===== src/rtl/mdu_pkg.sv =====
// Shared encodings for the multicycle multiply/divide unit: operation codes,
// FSM states and small op-decoding helpers.
package mdu_pkg;

    localparam logic [1:0] OP_MULTU = 2'd0;
    localparam logic [1:0] OP_MULT  = 2'd1;
    localparam logic [1:0] OP_DIVU  = 2'd2;
    localparam logic [1:0] OP_DIV   = 2'd3;

    typedef enum logic [1:0] {
        ST_IDLE,
        ST_CALC,
        ST_FIX,
        ST_DONE
    } state_t;

    function automatic logic op_is_div(input logic [1:0] op);
        return (op == OP_DIVU) || (op == OP_DIV);
    endfunction

    function automatic logic op_is_signed(input logic [1:0] op);
        return (op == OP_MULT) || (op == OP_DIV);
    endfunction

endpackage


===== src/rtl/mult_div_unit_if.sv =====
// Request/result bundle between the CPU controller (master) and the
// multiply/divide unit (slave).
interface mult_div_unit_if #(parameter int WIDTH = 32);
    logic             start;
    logic [1:0]       op;
    logic [WIDTH-1:0] a;
    logic [WIDTH-1:0] b;
    logic [WIDTH-1:0] hi;
    logic [WIDTH-1:0] lo;
    logic             busy;
    logic             done;
    logic             div_zero;

    modport master (output start, op, a, b,
                    input  hi, lo, busy, done, div_zero);
    modport slave  (input  start, op, a, b,
                    output hi, lo, busy, done, div_zero);
endinterface


===== src/rtl/mdu_iter_step.sv =====
// One iteration of shift-add multiply or restoring divide on a 2*WIDTH+1 state.
// Multiply layout: {0, hi, lo/multiplier}. Divide layout: {rem(W+1), dividend/quotient}.
module mdu_iter_step #(
    parameter int WIDTH = 32
) (
    input  logic [2*WIDTH:0]  acc_i,
    input  logic [WIDTH-1:0]  opnd_i,
    input  logic              div_i,
    output logic [2*WIDTH:0]  acc_o
);
    logic [WIDTH:0] mul_sum;
    logic [WIDTH:0] part;
    logic [WIDTH:0] diff;
    logic           ge;

    always_comb begin
        mul_sum = acc_i[2*WIDTH:WIDTH] + (acc_i[0] ? {1'b0, opnd_i} : '0);
        part    = {acc_i[2*WIDTH-1:WIDTH], acc_i[WIDTH-1]};
        diff    = part - {1'b0, opnd_i};
        ge      = (part >= {1'b0, opnd_i});
        if (div_i) begin
            // Partial remainder stays below the divisor, so its top bit is always 0.
            acc_o = {(ge ? diff : part), acc_i[WIDTH-2:0], ge};
        end else begin
            acc_o = {1'b0, mul_sum, acc_i[WIDTH-1:1]};
        end
    end
endmodule


===== src/rtl/mult_div_unit.sv =====
// Multicycle MULT/MULTU/DIV/DIVU unit owning HI/LO; WIDTH+2 cycle latency,
// divide-by-zero completes in one cycle with HI/LO untouched.
module mult_div_unit
    import mdu_pkg::*;
#(
    parameter int WIDTH = 32
) (
    input  logic            clock,
    input  logic            reset,
    mult_div_unit_if.slave  bus
);
    localparam int CW = $clog2(WIDTH) + 1;
    localparam int AW = 2 * WIDTH + 1;

    state_t           state_q;
    logic [CW-1:0]    cnt_q;
    logic [AW-1:0]    acc_q;
    logic [AW-1:0]    acc_d;
    logic [WIDTH-1:0] opnd_q;
    logic [WIDTH-1:0] hi_q, lo_q;
    logic [WIDTH-1:0] hi_d, lo_d;
    logic             div_q, neg_quo_q, neg_rem_q;
    logic             busy_q, done_q, dz_q;

    logic             in_div, in_signed;
    logic [WIDTH-1:0] a_mag, b_mag;
    logic [2*WIDTH-1:0] prod;
    logic [WIDTH-1:0] quo, rem;

    assign in_div    = op_is_div(bus.op);
    assign in_signed = op_is_signed(bus.op);

    // Magnitudes in WIDTH bits unsigned keep |MIN| = 2^(WIDTH-1) exact.
    always_comb begin
        a_mag = bus.a;
        b_mag = bus.b;
        if (in_signed && bus.a[WIDTH-1]) a_mag = -bus.a;
        if (in_signed && bus.b[WIDTH-1]) b_mag = -bus.b;
    end

    mdu_iter_step #(.WIDTH(WIDTH)) u_step (
        .acc_i  (acc_q),
        .opnd_i (opnd_q),
        .div_i  (div_q),
        .acc_o  (acc_d)
    );

    always_comb begin
        prod = acc_q[2*WIDTH-1:0];
        quo  = acc_q[WIDTH-1:0];
        rem  = acc_q[2*WIDTH-1:WIDTH];
        if (neg_quo_q) begin
            prod = -prod;
            quo  = -quo;
        end
        if (neg_rem_q) rem = -rem;
        hi_d = div_q ? rem : prod[2*WIDTH-1:WIDTH];
        lo_d = div_q ? quo : prod[WIDTH-1:0];
    end

    always_ff @(posedge clock or negedge reset) begin
        if (!reset) begin
            state_q   <= ST_IDLE;
            cnt_q     <= '0;
            acc_q     <= '0;
            opnd_q    <= '0;
            hi_q      <= '0;
            lo_q      <= '0;
            div_q     <= 1'b0;
            neg_quo_q <= 1'b0;
            neg_rem_q <= 1'b0;
            busy_q    <= 1'b0;
            done_q    <= 1'b0;
            dz_q      <= 1'b0;
        end else begin
            case (state_q)
                ST_IDLE: begin
                    if (bus.start) begin
                        if (in_div && (bus.b == '0)) begin
                            done_q  <= 1'b1;
                            dz_q    <= 1'b1;
                            state_q <= ST_DONE;
                        end else begin
                            acc_q     <= {{(WIDTH+1){1'b0}}, a_mag};
                            opnd_q    <= b_mag;
                            div_q     <= in_div;
                            neg_quo_q <= in_signed & (bus.a[WIDTH-1] ^ bus.b[WIDTH-1]);
                            neg_rem_q <= in_signed & bus.a[WIDTH-1];
                            cnt_q     <= '0;
                            busy_q    <= 1'b1;
                            state_q   <= ST_CALC;
                        end
                    end
                end
                ST_CALC: begin
                    acc_q <= acc_d;
                    cnt_q <= cnt_q + 1'b1;
                    if (cnt_q == CW'(WIDTH - 1)) state_q <= ST_FIX;
                end
                ST_FIX: begin
                    hi_q    <= hi_d;
                    lo_q    <= lo_d;
                    busy_q  <= 1'b0;
                    done_q  <= 1'b1;
                    state_q <= ST_DONE;
                end
                ST_DONE: begin
                    done_q  <= 1'b0;
                    dz_q    <= 1'b0;
                    state_q <= ST_IDLE;
                end
                default: state_q <= ST_IDLE;
            endcase
        end
    end

    assign bus.hi       = hi_q;
    assign bus.lo       = lo_q;
    assign bus.busy     = busy_q;
    assign bus.done     = done_q;
    assign bus.div_zero = dz_q;
endmodule


===== src/flat_wrapper.sv =====
// flat-port wrapper written by rule: the top's interface ports become plain ports
module mult_div_unit_flat import mdu_pkg::*;
#(
    parameter int WIDTH = 32
)
  (clock, reset, bus_start, bus_op, bus_a, bus_b, bus_hi, bus_lo, bus_busy, bus_done, bus_div_zero);
  mult_div_unit_if #(.WIDTH(WIDTH)) bus_i ();
  input  logic clock;
  input  logic reset;
  input wire logic [$bits(bus_i.start)-1:0] bus_start;
  input wire logic [$bits(bus_i.op)-1:0] bus_op;
  input wire logic [$bits(bus_i.a)-1:0] bus_a;
  input wire logic [$bits(bus_i.b)-1:0] bus_b;
  output wire logic [$bits(bus_i.hi)-1:0] bus_hi;
  output wire logic [$bits(bus_i.lo)-1:0] bus_lo;
  output wire logic [$bits(bus_i.busy)-1:0] bus_busy;
  output wire logic [$bits(bus_i.done)-1:0] bus_done;
  output wire logic [$bits(bus_i.div_zero)-1:0] bus_div_zero;
  assign bus_i.start = bus_start;
  assign bus_i.op = bus_op;
  assign bus_i.a = bus_a;
  assign bus_i.b = bus_b;
  assign bus_hi = bus_i.hi;
  assign bus_lo = bus_i.lo;
  assign bus_busy = bus_i.busy;
  assign bus_done = bus_i.done;
  assign bus_div_zero = bus_i.div_zero;
  mult_div_unit #(.WIDTH(WIDTH)) u_core (.clock(clock), .reset(reset), .bus(bus_i));
endmodule

===== config.mk =====
export PLATFORM = sky130hd
export DESIGN_NAME = mult_div_unit_flat
export DESIGN_NICKNAME = d
export VERILOG_FILES = /design/src/rtl/mdu_pkg.sv /design/src/rtl/mult_div_unit_if.sv /design/src/rtl/mdu_iter_step.sv /design/src/rtl/mult_div_unit.sv /design/src/flat_wrapper.sv
export SDC_FILE = /design/constraint.sdc
export NUM_CORES = 1
export LEC_CHECK = 0
export ABC_AREA = 1
export CAP_MARGIN = 30
export CORE_AREA = 3 3 214 216
export DETAILED_ROUTE_END_ITERATION = 8
export DIE_AREA = 0 0 217 219
export HOLD_SLACK_MARGIN = 0.1
export SKIP_LAST_GASP = 1
export SLEW_MARGIN = 20
export SYNTH_ARGS = -nofsm -noshare
export SYNTH_HDL_FRONTEND = slang
export SYNTH_HIERARCHICAL = 1
export SYNTH_SLANG_ARGS = --single-unit

===== constraint.sdc =====
create_clock -name clock -period 2.98 [get_ports clock]
set_input_delay 0.596 -clock clock [delete_from_list [all_inputs] [get_ports clock]]
set_output_delay 0.596 -clock clock [all_outputs]
set_load 0.02 [all_outputs]

; After elaboration in Yosys (flattened, before gate mapping)
; Index checks and enable logic that the tools add are counted.
[word_totals]
memories = 0
ramBits = 0
latchBits = 0
in_bits = 69
register_bits = 175
romBits = 0
out_inout_bits = 67
[op_classes]
muxes = 27
multipliers = 0
eq_ne = 11
bitwise_logic = 4
shifts = 0
addsub = 8
n_reduce_logical = 17
order_cmp = 1
div_mod_pow = 0
[op_table]
columns = op, count
row1 = 32-bit 2-to-1 mux, 7
row2 = 65-bit 2-to-1 mux, 3
row3 = 65-bit one-hot mux with 2 select lines, 1
row4 = 32-bit negator, 4
row5 = 64-bit 2-to-1 mux, 1
row6 = 64-bit negator, 1
row7 = 33-bit adder, 1
row8 = 33-bit by 32-bit >= comparator with 1-bit output, 1
row9 = 33-bit 2-to-1 mux, 1
row10 = 33-bit by 32-bit subtractor with 33-bit output, 1
row11 = 32-bit zero test, 1
row12 = 3-bit AND reduction, 5
row13 = 6-bit 2-to-1 mux, 2
row14 = 6-bit one-hot mux with 2 select lines, 1
row15 = 2-bit equality test (second input constant), 4
row16 = 2-bit one-hot mux with 4 select lines, 1
row17 = 6-bit by 1-bit adder with 6-bit output (second input constant), 1
row18 = 6-bit by 5-bit equality test with 1-bit output (second input constant), 1
row19 = 2-bit 2-to-1 mux, 3
row20 = 2-bit nonzero test, 3
row21 = 2-bit by 1-bit equality test with 1-bit output (second input constant), 2
row22 = 1-bit 2-to-1 mux, 4
row23 = 2-bit by 1-bit != test with 1-bit output (second input constant), 2
row24 = 2-bit != test (second input constant), 2
row25 = other kinds (10), 15

; Logic depth before layout (Yosys ltp)
[depth]
ltp_word = 7
ltp_mapped = 20
ltp_nobuf = 19

; By module
; The synthesis kept the hierarchy.
[by_module_without_submodules]
columns = mod, seq_area_each_um2, cells_per_inst, area_per_inst_um2, instances
row1 = mult_div_unit, 4379.2, 1672, 11180.7, 1
row2 = mdu_iter_step, 0.0, 1296, 6292.3, 1

; Least setup slack after synthesis
; Ideal clock, no wire load.
[synth_path]
path_kind = reg2reg
from = register u_core.acc_q[0]
to = register u_core.acc_q[43]
synth_period_minus_slack_ns = 2.327
setup_ns = 0.121
t_arrival_ns = 2.205
setup_slack_ns = 0.653
required_ns = 2.859
stages_incl_launch_ff = 17
path_cell_list = dfrtp_1 clkbuf_1 clkbuf_1 nand2_1 inv_1 ha_1 a21oi_1 nor2_1 nor2_1 nand2_1 nand2_1 nand2_1 or2_2 nand3_1 nand2_1 nand3_1 o21ai_1
[synth_via]
elab_chain_len = 4
[synth_lines]
columns = item, line_no
row1 = "start, declared", mult_div_unit.sv:17  ; logic [AW-1:0] acc_q;
row2 = "start signal, assigned", mult_div_unit.sv:84  ; acc_q <= {{(WIDTH+1){1'b0}}, a_mag};
row3 = 32-bit 2-to-1 mux, mdu_iter_step.sv:17  ; mul_sum = acc_i[2*WIDTH:WIDTH] + (acc_i[0] ? {1'b0, opnd_i} : '0);
row4 = 33-bit adder, mdu_iter_step.sv:17
row5 = 65-bit 2-to-1 mux, mdu_iter_step.sv:21  ; if (div_i) begin
row6 = named net u_core.acc_d[43], mult_div_unit.sv:18  ; logic [AW-1:0] acc_d;
row7 = 65-bit one-hot mux with 2 select lines, mult_div_unit.sv:76  ; case (state_q)
; The timed path passes the listed nets, and every way through them passes these cells.
; A chain may end at the register's enable or synchronous reset.

; Worst setup path after layout
[layout_path]
from = register u_core.acc_q[0]
to = register u_core.acc_q[49]
; The elaborated chain is that of the path after synthesis.

==> results <==
- The synthesis-to-layout area growth is 17.69%.
- The number of hold-slack violations in the final timing report is 0.
- The post-route fraction of the period consumed by the critical path is approximately nine tenths.
- No sink is reached through more buffers than the 2 on the longest clock path.
- The synthesized netlist contains 45 unique library cells.
- The path class of the lowest-slack min-delay path is in2async.
- The placed instance count is approximately 3700.
- Clock tree synthesis selected as its root buffer the cell sky130_fd_sc_hd__clkbuf_16.
- The number of setup buffers added after CTS is 0.
- In this run the tightest slew margin relative to its limit is approximately half.
- Combinational cells account for between 70% and 80% of the total power.
- For this configuration, the core starts out at a cell density of between 30% and 40%.
- The endpoint class of the critical path is a flip-flop.
- In this run the critical register-to-register path is launched from u_core/acc_q[0].
- Counting I/O delays and the setup requirement, the final critical path takes 2.738 ns.
- Grouping stages by cell kind, the critical path spends the most delay in compound AO/OA/AOI/OAI gates.
- The cell count after synthesis came out at 2968.
- The number of DRC violations after detailed-routing iteration 0 is about 1700.
- Across every metal layer, demand over resource in global routing totals between 20% and 30%.
- The setup slack of the most critical reg-to-reg path is approximately 0.24 ns.
- In this run, synthesis inferred 0 flip-flops with an integrated enable.
- The class of the most critical setup path is reg2reg.
- The endpoint arrival time on the critical path is 3.15 ns.
- On the worst path, the slowest cell contributes a delay of roughly 0.45 ns.
- The aggregate routed wire length is 70.21 mm.
- Traced cell by cell, the critical path runs through buf_12, nand2_1, inv_1, ha_1, a21oi_1, o21ai_0, a21oi_1, nand3_1, xor2_1, nand2_1, nand2_1, nand3_1, o21ai_1.
- After synthesis, the mean cell area works out to slightly below 6 um2.
- The worst setup path is launched from a flip-flop.
- The number of warning messages in the yosys log is 6.
- Of all nets on the critical path, the largest fanout is 31.
- Setup total negative slack on the finished layout was measured at 0 ns.
- about 140 I/O pins were placed.
- After detailed routing, the number of remaining DRC violations is 0.
- The required time of the critical path is ~3.4 ns.
- Net switching is between 50% and 60% of the power.
- After legalization and detailed placement, the total HPWL measured 58.40 mm.
- The transition at the pin with the smallest max-transition slack is around 0.75 ns.
- The final estimated routing congestion in global placement is a little under 1.
- The async set or reset register ratio after synthesis is 100.0%.
- The cell leakage power is about 11 nW.
- The worst-case IR drop observed on VDD is 907.1 uV.
- For this run the aggregate overflow at the end of global routing stands at 0.
- The endpoint identified for the worst register-to-register timing path is u_core/acc_q[49].
- After synthesis, the largest area contributor takes up about 25% of total cell area.
- The finished layout holds about 3700 standard cells, fillers aside.
- The core outline area is ~0.044 mm2.
- In this run the vertical extent of the chip is approximately 220 um.
- After detailed routing, the number of vias per cell comes to approximately 5.3.
- The number of nets produced by synthesis is 3113.
- The maximum number of pins on one net before global-route repair is 73.
- Together, buffers and inverters on the worst path number 2.
- The number of H-tree branching levels is 4.
- The count of nets left with antenna violations once routing finished came out at 0.
- The power per cell area is about 1400 mW/mm2.
- The chip width is ~220 um.
- By area the synthesized netlist is led by sky130_fd_sc_hd__dfrtp_1 (25%), sky130_fd_sc_hd__nand2_1 (23%), sky130_fd_sc_hd__nand3_1 (9.1%).
- The netlist area before placement is between 0.015 and 0.02 mm2.
- The library cells used most frequently in the layout, excluding fill and tap cells, are sky130_fd_sc_hd__nand2_1 (1048), sky130_fd_sc_hd__inv_1 (358), sky130_fd_sc_hd__nand3_1 (318), sky130_fd_sc_hd__nor2_1 (307), sky130_fd_sc_hd__o21ai_0 (180).
- The routed length per instance is between 15 and 20 um.
- The library cell occupying the most area in the post-synthesis netlist is sky130_fd_sc_hd__dfrtp_1.
- Per report_power, the clock group accounts for 8.3% of the total.
- The cell seen most often among critical-path stages is sky130_fd_sc_hd__nand2_1.
- The flow ran to the end, and the final reports show no timing, DRC or antenna violations.
- For the final database, setup skew stands at around 0.011 ns.
- Sequential cells account for between 10% and 20% of the total power.
- The number of vias in the routed layout is around 20000.
- The first global-routing pass estimated about 110 mm of wire.
- The most common library cell in the layout ignoring fill and taps is sky130_fd_sc_hd__nand2_1.
- TritonCTS created 17 clock buffers.
- The finished cells cover 0.02056 mm2.
- After clock tree synthesis, the clock-pin slew on the worst setup and hold paths is 0.07 ns.
- The total net switching power is 0.01629 W.
- The number of antenna violations at the first check in global routing is 0.
- Setup repair after global routing left no endpoint under its margin.
- The layout filler cell count is a little under 5000.
- The number of nets in the final layout is between 3000 and 4000.
- Among all flip-flop cells after synthesis, the most frequent one is sky130_fd_sc_hd__dfrtp_1.
- The number of global-route vias before repair came to about 19000.
- The share of layout cells above drive strength 1 is 6.841%.
- Derived from the worst setup path, the maximum achievable clock frequency is roughly 370 MHz.
- For the worst-skew pair, the clock arrives at the later sink with an insertion delay of between 0.4 and 0.5 ns.
- The max-capacitance violation count is 0.
- Setup violations remaining at the end of the flow were counted as 0.
- The count of inserted antenna diode cells is 0.
- Input and output buffers added on the ports amount to about 140.
- The count of clock tree sinks is 175.
- The cell at the slowest stage of the critical path is sky130_fd_sc_hd__dfrtp_1.
- For this run, the detailed router's first-pass iteration total came to 6.
- After synthesis the netlist holds a flip-flop and latch count of 175.
- After floorplanning, the core was divided into between 70 and 80 placement rows.
- The final number of max-transition violations is 0.
- For the worst flop-to-flop path, the logic depth is 13.
- The die covers approximately 0.048 mm2.
- The internal cell power is 0.01181 W.
- The placed instances occupy a cell area of between 0.015 and 0.02 mm2.
- The TritonCTS clock tree is built.
- The final total power is 0.02809 W.
- Of the synthesized area, sequential elements account for roughly 25%.
[worst max path at each step]
stage                                 from  slack, ns  depth (start not counted)                end
after CTS                  u_core/acc_q[0]       0.27                         13   u_core/acc_q[49]
final                      u_core/acc_q[0]       0.24                         13   u_core/acc_q[49]
after global placement           bus_op[0]       0.24                          9  u_core/opnd_q[22]
after floorplan            u_core/acc_q[0]       0.65                         16   u_core/acc_q[43]
after global routing      u_core/acc_q[42]       0.06                         18   u_core/acc_q[62]
after detailed placement          bus_b[1]       0.20                         12  u_core/opnd_q[28]
[repair_timing]
action,CTS,global route
hold buffers,0,0
gates resized for setup,0,1
setup endpoints to repair,0,1
[kinds of logic after synthesis]
| group | count (synthesis) | share of synthesized area, % |
|---|---|---|
| and+or+nand+nor | 1817 | 44.02 |
| DFF | 175 | 25.06 |
| adders and majority gates | 76 | 5.528 |
| buffers and inverters | 467 | 10.65 |
| xor gates and xnor gates | 80 | 4.010 |
| AOI/OAI and AO/OA | 353 | 10.73 |
[metrics by stage]
step / setup slack, ns / hold WS [ns] / util (%)
2_1_floorplan: 0.6534 / 0.3004 / -
3_3_place_gp: 0.2399 / 0.4619 / 45.24
3_5_place_dp: 0.1958 / 0.4641 / 45.24
4_1_cts: 0.2660 / 0.1220 / 46.60
5_1_grt: 0.06047 / 0.1553 / 46.60
6_report: 0.2422 / 0.1310 / 46.60
[cells in the mapped netlist (all sizes together), types with 8 or more instances]
cell and n:
nand3 325, buf 46, clkbuf 47, nand4 26, inv 373, or2 8, dfrtp 175, a21o 8
xor2 55, o21ai 226, nand3b 34, a31oi 8, nor3 20, nand2 1065, xnor2 25, nor2 329
ha 74, a21oi 88
[power groups by stage]
stage	Sequential [W]	Combinational [W]	Clock, W
after floorplan	0.00489	0.0135	0
after global placement	0.00490	0.0204	0
after detailed placement	0.00492	0.0206	0
after CTS	0.00489	0.0206	0.00241
after global routing	0.00506	0.0233	0.00250
final	0.00495	0.0208	0.00233
[layer usage]
layer	up-vias	part of all wire, %	routed length [um]	global-route usage [%]
met5	-	0	0	0
met4	0	3.6	2516	11.15
met3	106	7.4	5207	4.860
met2	730	42	29830	44.71
met1	9159	47	32660	42.75
li1	9755	-	-	-
[sequential cells by signal, indices dropped and copies added (netlist names)]
register / count
u_core/acc_q: 65
u_core/bus.hi: 32
u_core/bus.lo: 32
u_core/opnd_q: 32
u_core/cnt_q: 6
u_core/state_q: 2
u_core/bus.busy: 1
u_core/bus.div_zero: 1
u_core/bus.done: 1
u_core/div_q: 1
u_core/neg_quo_q: 1
u_core/neg_rem_q: 1
[cell type report]
cell class / instances / area [um2] / area share (%)
flip-flops and latches: 175 / 4382 / 21.31
inverters: 374 / 1404 / 6.827
clock inverters: 13 / 157.7 / 0.7667
multi-input cells: 2326 / 11240 / 54.65
clock buffers: 19 / 442.9 / 2.154
well taps: 592 / 740.7 / 3.602
repair buffers: 236 / 2198 / 10.69
No activity file was read; power rests on OpenSTA's default activity.
==> variant (config.mk and constraints unchanged) <==
`WIDTH` is set to 32 in 4 places; all go to 16.
--- a/src/rtl/mult_div_unit_if.sv
+++ b/src/rtl/mult_div_unit_if.sv
@@ -1,6 +1,6 @@
 // Request/result bundle between the CPU controller (master) and the
 // multiply/divide unit (slave).
-interface mult_div_unit_if #(parameter int WIDTH = 32);
+interface mult_div_unit_if #(parameter int WIDTH = 16);
     logic             start;
     logic [1:0]       op;
     logic [WIDTH-1:0] a;
--- a/src/rtl/mdu_iter_step.sv
+++ b/src/rtl/mdu_iter_step.sv
@@ -1,7 +1,7 @@
 // One iteration of shift-add multiply or restoring divide on a 2*WIDTH+1 state.
 // Multiply layout: {0, hi, lo/multiplier}. Divide layout: {rem(W+1), dividend/quotient}.
 module mdu_iter_step #(
-    parameter int WIDTH = 32
+    parameter int WIDTH = 16
 ) (
     input  logic [2*WIDTH:0]  acc_i,
     input  logic [WIDTH-1:0]  opnd_i,
--- a/src/rtl/mult_div_unit.sv
+++ b/src/rtl/mult_div_unit.sv
@@ -3,7 +3,7 @@
 module mult_div_unit
     import mdu_pkg::*;
 #(
-    parameter int WIDTH = 32
+    parameter int WIDTH = 16
 ) (
     input  logic            clock,
     input  logic            reset,
--- a/src/flat_wrapper.sv
+++ b/src/flat_wrapper.sv
@@ -1,7 +1,7 @@
 // flat-port wrapper written by rule: the top's interface ports become plain ports
 module mult_div_unit_flat import mdu_pkg::*;
 #(
-    parameter int WIDTH = 32
+    parameter int WIDTH = 16
 )
   (clock, reset, bus_start, bus_op, bus_a, bus_b, bus_hi, bus_lo, bus_busy, bus_done, bus_div_zero);
   mult_div_unit_if #(.WIDTH(WIDTH)) bus_i ();
Ports: changed (resized bus_a, bus_b, bus_hi and bus_lo); port bits go from 136 to 72. No check against the original RTL was run, so the function may have changed too.
==> variant against the original RTL <==
- setup slack gained 0.17 ns
- wire length shrank 59%
- final area shrank 50%
- hold slack gained 0.14 ns
- sequential cell count shrank 81
- clock power shrank 50%
- power shrank 59%
- synthesized area shrank 51%
- combinational power shrank 63%
- non-clock buffer count shrank 138
- largest power group unchanged
- critical path depth grew 2
- via count shrank 55%
- largest cell class unchanged
==> variant: results (changes against the original RTL) <==
| Metric | Value |
|---|---|
| Outcome | finished clean (unchanged) |
| DP Cell Count | 1992 (was 3703) |
| Register-to-register setup slack | 0.42 ns (was 0.24 ns) |
| Post-Syn Instances | 1340 (was 2968) |
| Mapped Nets | 1422 (was 3113) |
| Crit Reg-Reg Startpoint | u_core/acc_q[17] (was u_core/acc_q[0]) |
| Post-Route WL | 28900 um (was 70200 um) |
| Vias in the first global route | 8386 (was 18.8k) |
| Share of layout cells above drive strength 1 | 7.63% (was 6.84%) |
| Met3 usage in global routing | 1.74% (was 4.86%) |
| Fillers | 5070 (was 4908) |
| H-tree depth | 3 (was 4) |
| P_clk | 1160 uW (was 2330 uW) |
| Worst hold slack | 0.267 ns (was 0.131 ns) |
| Placement Setup Slack | 0.245 ns (was 0.196 ns) |
| WL met3 | 1630 um (was 5210 um) |
| Post-DR vias/cell | 4.47 (was 5.29) |
| Via count | 8978 (was 19.8k) |
| DRT iter0 DRCs | 770 (was 1681) |
| Critical-path maximum fanout | 18 (was 31) |
| Synth top cells by count | 446 x nand2_1, 164 x inv_1, 146 x nand3_1, 110 x nor2_1, 94 x dfrtp_1 (was 1048 x nand2_1, 359 x inv_1, 318 x nand3_1, 307 x nor2_1, 180 x o21ai_0) |
| Largest net degree at the start of global routing | 51 (was 73) |
| First-pass GRT wire length | 45900 um (was 108000 um) |
| M1 GR Usage | 17.1% (was 42.7%) |
| Clock power frac | 10.1% (was 8.3%) |
| Drt pass-1 iters | 5 (was 6) |
| TritonCTS buffer count | 9 (was 17) |
| Worst slew pin tran | 0.687 ns (was 0.754 ns) |
| Routability cong. | 0.907 (was 0.961) |
variant: area by class of cell:
type	count	share of cell area, %
Clock buffer	9	2.19
Clock inverter	7	0.694
Inverter	168	6.13
Multi-Input combinational cell	1040	51.9
Sequential cell	94	22.9
Tap cell	592	7.21
Timing Repair Buffer	98	8.98
variant: critical path, stage by stage (launching register included):
cell     delay (ns)
dfrtp_1        0.50
ha_1           0.44
nand2_1        0.12
nand2_1        0.07
nand2_1        0.06
nand2_1        0.05
nand2_1        0.10
nand3_2        0.09
nand2_2        0.21
nand2_4        0.20
nand2_1        0.21
nand2_1        0.07
nand2_1        0.07
o21ai_0        0.07
nand2_1        0.10
o21ai_2        0.07
variant: logic make-up after synthesis:
logic type / Yosys count / synth area share (%)
xor gates and xnor gates: 41 / 4.20
and+or+nand+nor: 787 / 40.1
adders and majority gates: 45 / 6.76
buffers and inverters: 206 / 10.1
AOI/OAI and AO/OA: 167 / 11.4
DFF: 94 / 27.5
